**config.mk**
```make
export PLATFORM = sky130hd
export DESIGN_NAME = fifo_rd_stream_flat
export DESIGN_NICKNAME = d
export VERILOG_FILES = /design/src/rtl/fifo_rd_stream_if.sv /design/src/rtl/fifo_rd_stream.sv /design/src/flat_wrapper.sv
export SDC_FILE = /design/constraint.sdc
export NUM_CORES = 1
export LEC_CHECK = 0
export ABC_AREA = 1
export BUFFER_PORTS_ARGS = -buffer_cell sky130_fd_sc_hd__buf_2
export CAP_MARGIN = 20
export CORE_MARGIN = 8
export CORE_UTILIZATION = 40
export DETAILED_ROUTE_END_ITERATION = 7
export PLACE_DENSITY = 0.69
export SLEW_MARGIN = 15
export SYNTH_ARGS = -nofsm -noshare
export SYNTH_HDL_FRONTEND = slang
export SYNTH_SLANG_ARGS = --single-unit
```
**constraint.sdc**
```tcl
create_clock -name rclk -period 1.2 [get_ports rclk]
set_input_delay 0.06 -clock rclk [delete_from_list [all_inputs] [get_ports rclk]]
set_output_delay 0.06 -clock rclk [all_outputs]
set_load 0.01 [all_outputs]
```
**src/rtl/fifo_rd_stream_if.sv**
```systemverilog
// rtl/fifo_rd_stream_if.sv - output stream bundle of fifo_rd_stream (m_par present with FIFO_RD_PARITY_EN)
interface fifo_rd_stream_if #(
    parameter int DSIZE = 8
);
    logic             m_valid;
    logic             m_ready;
    logic [DSIZE-1:0] m_data;
    logic             m_last;
`ifdef FIFO_RD_PARITY_EN
    logic             m_par;

    modport master (output m_valid, output m_data, output m_last, output m_par, input m_ready);
    modport slave  (input m_valid, input m_data, input m_last, input m_par, output m_ready);
`else
    modport master (output m_valid, output m_data, output m_last, input m_ready);
    modport slave  (input m_valid, input m_data, input m_last, output m_ready);
`endif
endinterface

```
**src/rtl/fifo_rd_stream.sv**
```systemverilog
// rtl/fifo_rd_stream.sv - FIFO read-side to valid/ready stream with 2-entry buffer, packet tagging;
// optional per-word even parity with FIFO_RD_PARITY_EN
module fifo_rd_stream #(
    parameter int DSIZE   = 8,
    parameter int PKT_LEN = 16
) (
    input  logic             rclk,
    input  logic             rrst,
    input  logic             flush,
    input  logic             rempty,
    input  logic             aempty,
    input  logic [DSIZE-1:0] rdata,
    output logic             rinc,
    output logic             stat_low,
    fifo_rd_stream_if.master m
);
    localparam int IW = (PKT_LEN > 1) ? $clog2(PKT_LEN) : 1;
    localparam logic [IW-1:0] LAST_IDX = IW'(PKT_LEN - 1);
`ifdef FIFO_RD_PARITY_EN
    localparam int PW = 1;
`else
    localparam int PW = 0;
`endif
    // Entry layout: {[parity], last_tag, data}
    localparam int EW = DSIZE + 1 + PW;

    localparam logic [1:0] EMPTY = 2'd0;
    localparam logic [1:0] ONE   = 2'd1;
    localparam logic [1:0] FULL  = 2'd2;

    logic [1:0]    state;
    logic [IW-1:0] idx;
    logic [EW-1:0] head;
    logic [EW-1:0] tail;
    logic [EW-1:0] in_entry;
    logic          in_last;
    logic          push;
    logic          pop;

    // Pop strobe sees only registered occupancy, never m_ready, so back-pressure cannot reach the FIFO combinationally
    assign rinc    = !rrst && !flush && !rempty && (state != FULL);
    assign push    = rinc;
    assign pop     = (state != EMPTY) && m.m_ready;
    assign in_last = (idx == LAST_IDX);

`ifdef FIFO_RD_PARITY_EN
    assign in_entry = {^rdata, in_last, rdata};
    assign m.m_par  = head[EW-1];
`else
    assign in_entry = {in_last, rdata};
`endif

    assign m.m_valid = (state != EMPTY);
    assign m.m_data  = head[DSIZE-1:0];
    assign m.m_last  = head[DSIZE];

    always_ff @(posedge rclk) begin
        if (rrst) begin
            state    <= EMPTY;
            idx      <= '0;
            head     <= '0;
            tail     <= '0;
            stat_low <= 1'b0;
        end else begin
            stat_low <= aempty;
            if (flush) begin
                state <= EMPTY;
                idx   <= '0;
            end else begin
                if (push) begin
                    idx <= in_last ? '0 : idx + 1'b1;
                end
                case (state)
                    EMPTY: begin
                        if (push) begin
                            head  <= in_entry;
                            state <= ONE;
                        end
                    end
                    ONE: begin
                        if (push && pop) begin
                            head <= in_entry;
                        end else if (push) begin
                            tail  <= in_entry;
                            state <= FULL;
                        end else if (pop) begin
                            state <= EMPTY;
                        end
                    end
                    FULL: begin
                        if (pop) begin
                            head  <= tail;
                            state <= ONE;
                        end
                    end
                    default: state <= EMPTY;
                endcase
            end
        end
    end
endmodule

```
**src/flat_wrapper.sv**
```systemverilog
// flat-port wrapper written by rule: the top's interface ports become plain ports
module fifo_rd_stream_flat 
#(
    parameter int DSIZE   = 8,
    parameter int PKT_LEN = 16
)
  (rclk, rrst, flush, rempty, aempty, rdata, rinc, stat_low, m_m_valid, m_m_data, m_m_last, m_m_ready);
  fifo_rd_stream_if #(.DSIZE(DSIZE)) m_i ();
  input  logic rclk;
  input  logic rrst;
  input  logic flush;
  input  logic rempty;
  input  logic aempty;
  input  logic [DSIZE-1:0] rdata;
  output logic rinc;
  output logic stat_low;
  output wire logic [$bits(m_i.m_valid)-1:0] m_m_valid;
  output wire logic [$bits(m_i.m_data)-1:0] m_m_data;
  output wire logic [$bits(m_i.m_last)-1:0] m_m_last;
  input wire logic [$bits(m_i.m_ready)-1:0] m_m_ready;
  assign m_m_valid = m_i.m_valid;
  assign m_m_data = m_i.m_data;
  assign m_m_last = m_i.m_last;
  assign m_i.m_ready = m_m_ready;
  fifo_rd_stream #(.DSIZE(DSIZE), .PKT_LEN(PKT_LEN)) u_core (.rclk(rclk), .rrst(rrst), .flush(flush), .rempty(rempty), .aempty(aempty), .rdata(rdata), .rinc(rinc), .stat_low(stat_low), .m(m_i));
endmodule
```
==> results of run 1 <==
==> worst paths after layout <==
kind | end | depth (start not counted)
setup / recovery | rinc | 7
hold / removal | u_core.tail[1]$_SDFFE_PP0P_ | 3
hold reg to reg | u_core.tail[7]$_SDFFE_PP0P_ | 2
setup reg to reg | u_core.idx[3]$_SDFFE_PP0P_ | 10
==> placed cells by master (no fill, tap or decap), drive strengths merged <==
cell,n
nor2,31
clkinvlp,1
xor2,1
dfxtp,25
a21oi,14
clkinv,1
nand3b,1
inv,29
buf,42
clkbuf,3
dlygate4sd3,5
ha,1
nor3,1
o21ai,21
nand3,16
o21bai,1
nand2,30
o21a,1
==> cell type report <==
class | instances | area share [%]
multi-input cells | 118 | 40.5
well taps | 44 | 3.02
repair buffers | 47 | 19.8
clock inverters | 1 | 0.412
inverters | 30 | 7.15
clock buffers | 3 | 1.24
flip-flops and latches | 25 | 27.9
==> stage by stage <==
stage	util, %	setup WS (ns)	std cells	setup TNS, ns
after floorplan	-	-0.0273	173	-0.0446
after global placement	49.2	-0.0428	246	-0.362
after detailed placement	49.2	-0.0718	246	-0.852
after CTS	55.6	-0.133	263	-1.55
after global routing	59.6	-0.258	268	-4.85
final	59.6	-0.200	268	-2.91
==> worst register-to-register path, stage by stage, from the launching register on <==
cell and delay (ns):
dfxtp_2 0.36, inv_4 0.09, nand2_4 0.06, nand3_4 0.10, buf_12 0.13, clkinv_8 0.04
buf_6 0.11, buf_4 0.13, nand2_2 0.05, xor2_1 0.14, nor2_1 0.06
==> registers in the layout, indices dropped and copies added, names as in the netlist <==
name             flops
u_core.tail          9
u_core.head          9
u_core.idx           4
u_core.stat_low      1
u_core.state         2
==> cells by family (layout without fill, tap and decap cells) <==
logic type	count (synthesis)	count (layout)	synth area share [%]
AND/OR/NAND/NOR	77	79	32.3
AO/OA/AOI/OAI	36	37	16.0
buffers and inverters	33	81	10.8
flip-flops	25	25	39.3
adder cells (fa/ha/maj)	1	1	0.981
XOR/XNOR	1	1	0.687
==> cells in the mapped netlist (all sizes together), types with 3 or more instances <==
master / count
nand3: 15
buf: 3
nand2: 30
nor2: 30
dfxtp: 25
o21ai: 20
inv: 29
a21oi: 14
==> power breakdown <==
group          switching, W  total [W]  internal [W]
Combinational      0.000147   0.000273      0.000126
Sequential        0.0000113   0.000860      0.000848
Clock              0.000265   0.000392      0.000128
Total              0.000423    0.00152       0.00110
==> what timing repair did <==
item | CTS | global route
gates cloned | 3 | 0
hold buffers | 4 | 1
buffers inserted | 6 | 4
hold endpoints to repair | 3 | 1
resized for setup | 6 | 27
endpoints found under the setup margin | 21 | 25
pin swaps | 9 | 21
==> metal layers <==
| layer | up-vias | track usage, % | wire length, um |
|---|---|---|---|
| met1 | 536 | 14.6 | 1450 |
| met4 | 0 | 6.00 | 48 |
| li1 | 657 | - | - |
| met3 | 4 | 2.75 | 178 |
| met2 | 30 | 19.6 | 1540 |
| met5 | - | 0 | 0 |
==> run summary, run 1 <==
max cap viols: 0
Clock Tree Root: clkbuf_4
Most used DFF post-synth: dfxtp_1
Critical Path Start: u_core.state[0]$_SDFFE_PP0P_
clock transition at the registers of the reported paths: 0.14 ns
per-cell routed wire length: 12.0 um
slowest CP cell: dfxtp_2
Core Area: 0.00305 mm2
via count: 1227
Slew @ Worst Pin: 0.244 ns
Post-synth EDFFs: 0
RSZ-0062 raised after global routing: yes
total gr overflow: 0
Hold Crit Class: input port to flip-flop
Fill cells: 292
Die Ht: 72.5 um
Min-Delay Startpoint: rdata[1]
leakage power: 0.827 nW
Worst path most repeated cell: buf_6
Critical Path, Cell by Cell: inv_4 > nand2_4 > nand3_4 > buf_12 > clkinv_8 > buf_6 > buf_6
area grow syn2layout: 42.8%
Cell Pwr Density: 837 mW/mm2
Post-Route Skew: 0.0113 ns
fraction of layout cells with a size suffix above 1: 39.7%
Design Power: 0.00152 W
initial antenna violation count: 0
maximum VDD drop: 0.470 mV
clock latency on the worst-skew pair: 0.33 ns
io pins: 26
worst hold margin: 0.000757 ns
H-Tree Level Count: 1
Max Clk Rate: 0.714 GHz
FF-to-FF Start: u_core.state[0]$_SDFFE_PP0P_
Clock Tree Buf Depth: 2
PnR worst setup slack: -0.200 ns
DRC viols: 0
yosys warns: 0
crit path buf inv count: 5
Slew headroom: 83.5%
Placed Area: 0.00150 mm2
Final Instance Area: 0.00182 mm2
Mapped Cells: 173
first-pass GRT wire length: 5040 um
Seq/Total Area, Yosys: 39.3%
top post-synthesis cells by area: dfxtp_1 39%, nand2_1 8.2%, inv_1 7.9%
top cell type's share of synthesized area: 39.3%
Initial Util: 41.8%
final period utilization: 117%
outcome: complete, but fails checks
final wirelength: 3220 um
FP Rows: 20
CTS tree: yes
worst-path maximum fanout: 5
Post-Syn Nets: 188
synthesized flop and latch total: 25
port buffer count: 25
Mapped Area: 0.00127 mm2
Final setup viols: 24
Slew Limit Fails: 0
WP data arrival: 1.34 ns
Critical Path Max Stage Delay: 0.36 ns
FF/Latch Area: 508 um2
Final nets: 240
GP Congestion: 0.806
CP endpoint kind: output pin
number of global-route vias before repair: 1109
Synth area leader: dfxtp_1
final hold vios: 0
failing checks: negative setup slack
total clock sinks: 25
pin count of the biggest net entering global routing: 19
HPWL after DPL: 1990 um
Top delay family on crit path: buffers and inverters
DRT antenna net count: 0
Num CTS Buffers: 3
fin crit period: 1.40 ns
DRT iter0 DRCs: 59
Avg Cell Area, Syn: 7.37 um2
total global routing track utilization: 12.1%
CP Class: flip-flop to output pin
die area: 0.00525 mm2
TritonRoute pass-1 iters: 4
DR vias/cell: 4.58
critical path data required time: 1.14 ns
Worst R2R Setup Slack: -0.16 ns
Startpoint Class: flip-flop
die width: 72.5 um
multi-input logic area: 737 um2
post-synthesis cell type count: 27
Antenna Diode Count: 0
Async SR Flop Fraction: 0%
Power figures use the tool's default switching activity.
==> run 2: changes to the inputs <==
- CORE_UTILIZATION: 40 -> 39
- PLACE_DENSITY: 0.69 -> 0.67
- RECOVER_POWER: unset -> 50
==> run 2 against run 1 <==
Against the previous run: worst hold slack better by 0.0024 ns; sequential power hardly changed; die area is 2.0% higher; critical path depth is 1 lower; via count is 2.9% lower; first-iteration DRC count stayed put; the flow still finishes with violations (negative setup slack); combinational power is 7% lower; flip-flop and latch count stayed put; critical endpoint unchanged.
==> run summary, run 2 (synthesis results as in run 1) <==
Min-Delay Startpoint: rdata[1]
Seq pwr share: 57.0%
clock latency on the worst-skew pair: 0.32 ns
fin crit period: 1.31 ns
Worst Reg-to-Reg Cells: 9
CP endpoint kind: output pin
Clock Tree Buf Depth: 2
Post-Route Skew: 0.00453 ns
CTS tree: yes
die area: 0.00535 mm2
leakage power: 0.779 nW
pin count of the biggest net entering global routing: 19
Final setup viols: 19
Fill cells: 297
Clock Tree Root: clkbuf_4
Routed met3 length: 121 um
DRT antenna net count: 0
Metal-1 WL: 1390 um
Initial Util: 41.4%
max cap viols: 0
multi-input logic area: 707 um2
met2 wire length: 1370 um
Final Instance Area: 0.00177 mm2
Max Clk Rate: 0.765 GHz
clock power share: 26.1%
FF-to-FF Start: u_core.state[0]$_SDFFE_PP0P_
total global routing track utilization: 11.5%
HPWL after DPL: 1940 um
critical path data required time: 1.14 ns
Startpoint Class: flip-flop
worst hold margin: 0.00317 ns
Final nets: 240
most common cell after layout, fill and taps aside: nand2_1
DRT iter0 DRCs: 59
maximum VDD drop: 0.365 mV
Cell Pwr Density: 850 mW/mm2
Slew @ Worst Pin: 0.221 ns
top layer reached by signal wires: met4
worst-path maximum fanout: 6
per-cell routed wire length: 10.8 um
clock transition at the registers of the reported paths: 0.15 ns
TritonRoute pass-1 iters: 4
GP Congestion: 0.793
outcome: complete, but fails checks
DRC viols: 0
area grow syn2layout: 39.2%
RSZ-0062 raised after global routing: yes
failing checks: negative setup slack
io pins: 26
post-placement cell count: 250
port buffer count: 25
via count: 1192
Die Ht: 73.2 um
FF/Latch Area: 508 um2
total gr overflow: 0
DR vias/cell: 4.45
number of global-route vias before repair: 1144
Core Area: 0.00308 mm2
final wirelength: 2900 um
Slew headroom: 85.1%
switching share of power: 27.4%
Reg-to-Reg End: u_core.head[8]$_SDFFE_PP0P_
Num CTS Buffers: 3
total clock sinks: 25
most frequent cells in the layout: 28 x nand2_1, 26 x inv_1, 21 x dfxtp_1
CP Class: flip-flop to output pin
die width: 73.2 um
WP data arrival: 1.25 ns
final hold vios: 0
FP Rows: 20
fraction of layout cells with a size suffix above 1: 33.9%
Net Switching: 0.000413 W
H-Tree Level Count: 1
Antenna Diode Count: 0
Comb pwr share: 16.9%
Cells on Worst Hold Path: 3
final period utilization: 109%
hold path endpoint: u_core.tail[1]$_SDFFE_PP0P_
Placed Area: 0.00153 mm2
largest registers: u_core.head x9, u_core.tail x9, u_core.idx x4
PnR worst setup slack: -0.107 ns
Worst R2R Setup Slack: -0.09 ns
Final Non-Filler Cells: 268
Hold Crit Class: input port to flip-flop
final core utilization: 57.6%
Power Internal: 0.00109 W
initial antenna violation count: 0
first-pass GRT wire length: 4970 um
Slew Limit Fails: 0
## run 2: cell types whose count changed in the layout (fill, tap and decap cells not counted), moves of 3 or more
cell,delta
o21ai_2,-4
buf_6,+3
buf_2,-6
o21ai_1,+4
nor2_2,-4
nor2_1,+4
clkbuf_1,+6
## run 2: cell type report
class | count | area share (%)
multi-input combinational | 118 | 39.8
sequential | 25 | 28.6
timing repair buffer | 47 | 19.8
inverter | 30 | 6.91
tap | 44 | 3.10
clock buffer | 3 | 1.27
clock inverter | 1 | 0.423
## run 2: worst max path at each step
stage	startpoint	endpoint	slack [ns]	cells after the start
2_1_floorplan	u_core.state[0]$_SDFFE_PP0P_	u_core.tail[4]$_SDFFE_PP0P_	-0.03	8
3_3_place_gp	u_core.state[1]$_SDFFE_PP0P_	u_core.head[2]$_SDFFE_PP0P_	-0.07	6
3_5_place_dp	u_core.state[1]$_SDFFE_PP0P_	u_core.head[0]$_SDFFE_PP0P_	-0.07	6
4_1_cts	u_core.state[0]$_SDFFE_PP0P_	u_core.head[8]$_SDFFE_PP0P_	-0.09	9
5_1_grt	u_core.state[0]$_SDFFE_PP0P_	u_core.head[3]$_SDFFE_PP0P_	-0.17	9
6_report	u_core.state[0]$_SDFFE_PP0P_	rinc	-0.11	6
## run 2: critical path: stages (launching register included)
cell and delay [ns]:
dfxtp_2 0.36, inv_4 0.09, nand2_4 0.07, nand3_4 0.10, clkinv_4 0.07, buf_6 0.13
buf_6 0.11
## run 2: power by group through the flow
stage | Sequential [W] | Clock [W] | Combinational (W)
final | 0.000859 | 0.000394 | 0.000255
after floorplan | 0.000887 | 0 | 0.000114
after CTS | 0.000858 | 0.000409 | 0.000253
after detailed placement | 0.000878 | 0 | 0.000208
after global routing | 0.000862 | 0.000444 | 0.000284
after global placement | 0.000877 | 0 | 0.000207
## run 2: through the flow
step                      total power (W)  setup slack [ns]  TNS, ns
after floorplan                   0.00100           -0.0273  -0.0446
after global placement            0.00108           -0.0652   -0.528
after detailed placement          0.00109           -0.0682   -0.660
after CTS                         0.00152           -0.0941    -1.25
after global routing              0.00159            -0.171    -2.56
final                             0.00151            -0.107   -0.884
## run 2: repair_timing
action	CTS	global route
hold buffers	4	1
endpoints found under the hold margin	3	1
pin swaps	13	9
cloned	3	0
setup endpoints to repair	23	25
setup buffers	6	0
resized for setup	15	13
## run 2: routing by layer
metal  vias to the layer above  global-route usage, %
met5                         -                      0
met4                         0                   2.67
met3                         2                   2.47
met2                        21                   18.5
met1                       510                   15.1
li1                        659                      -
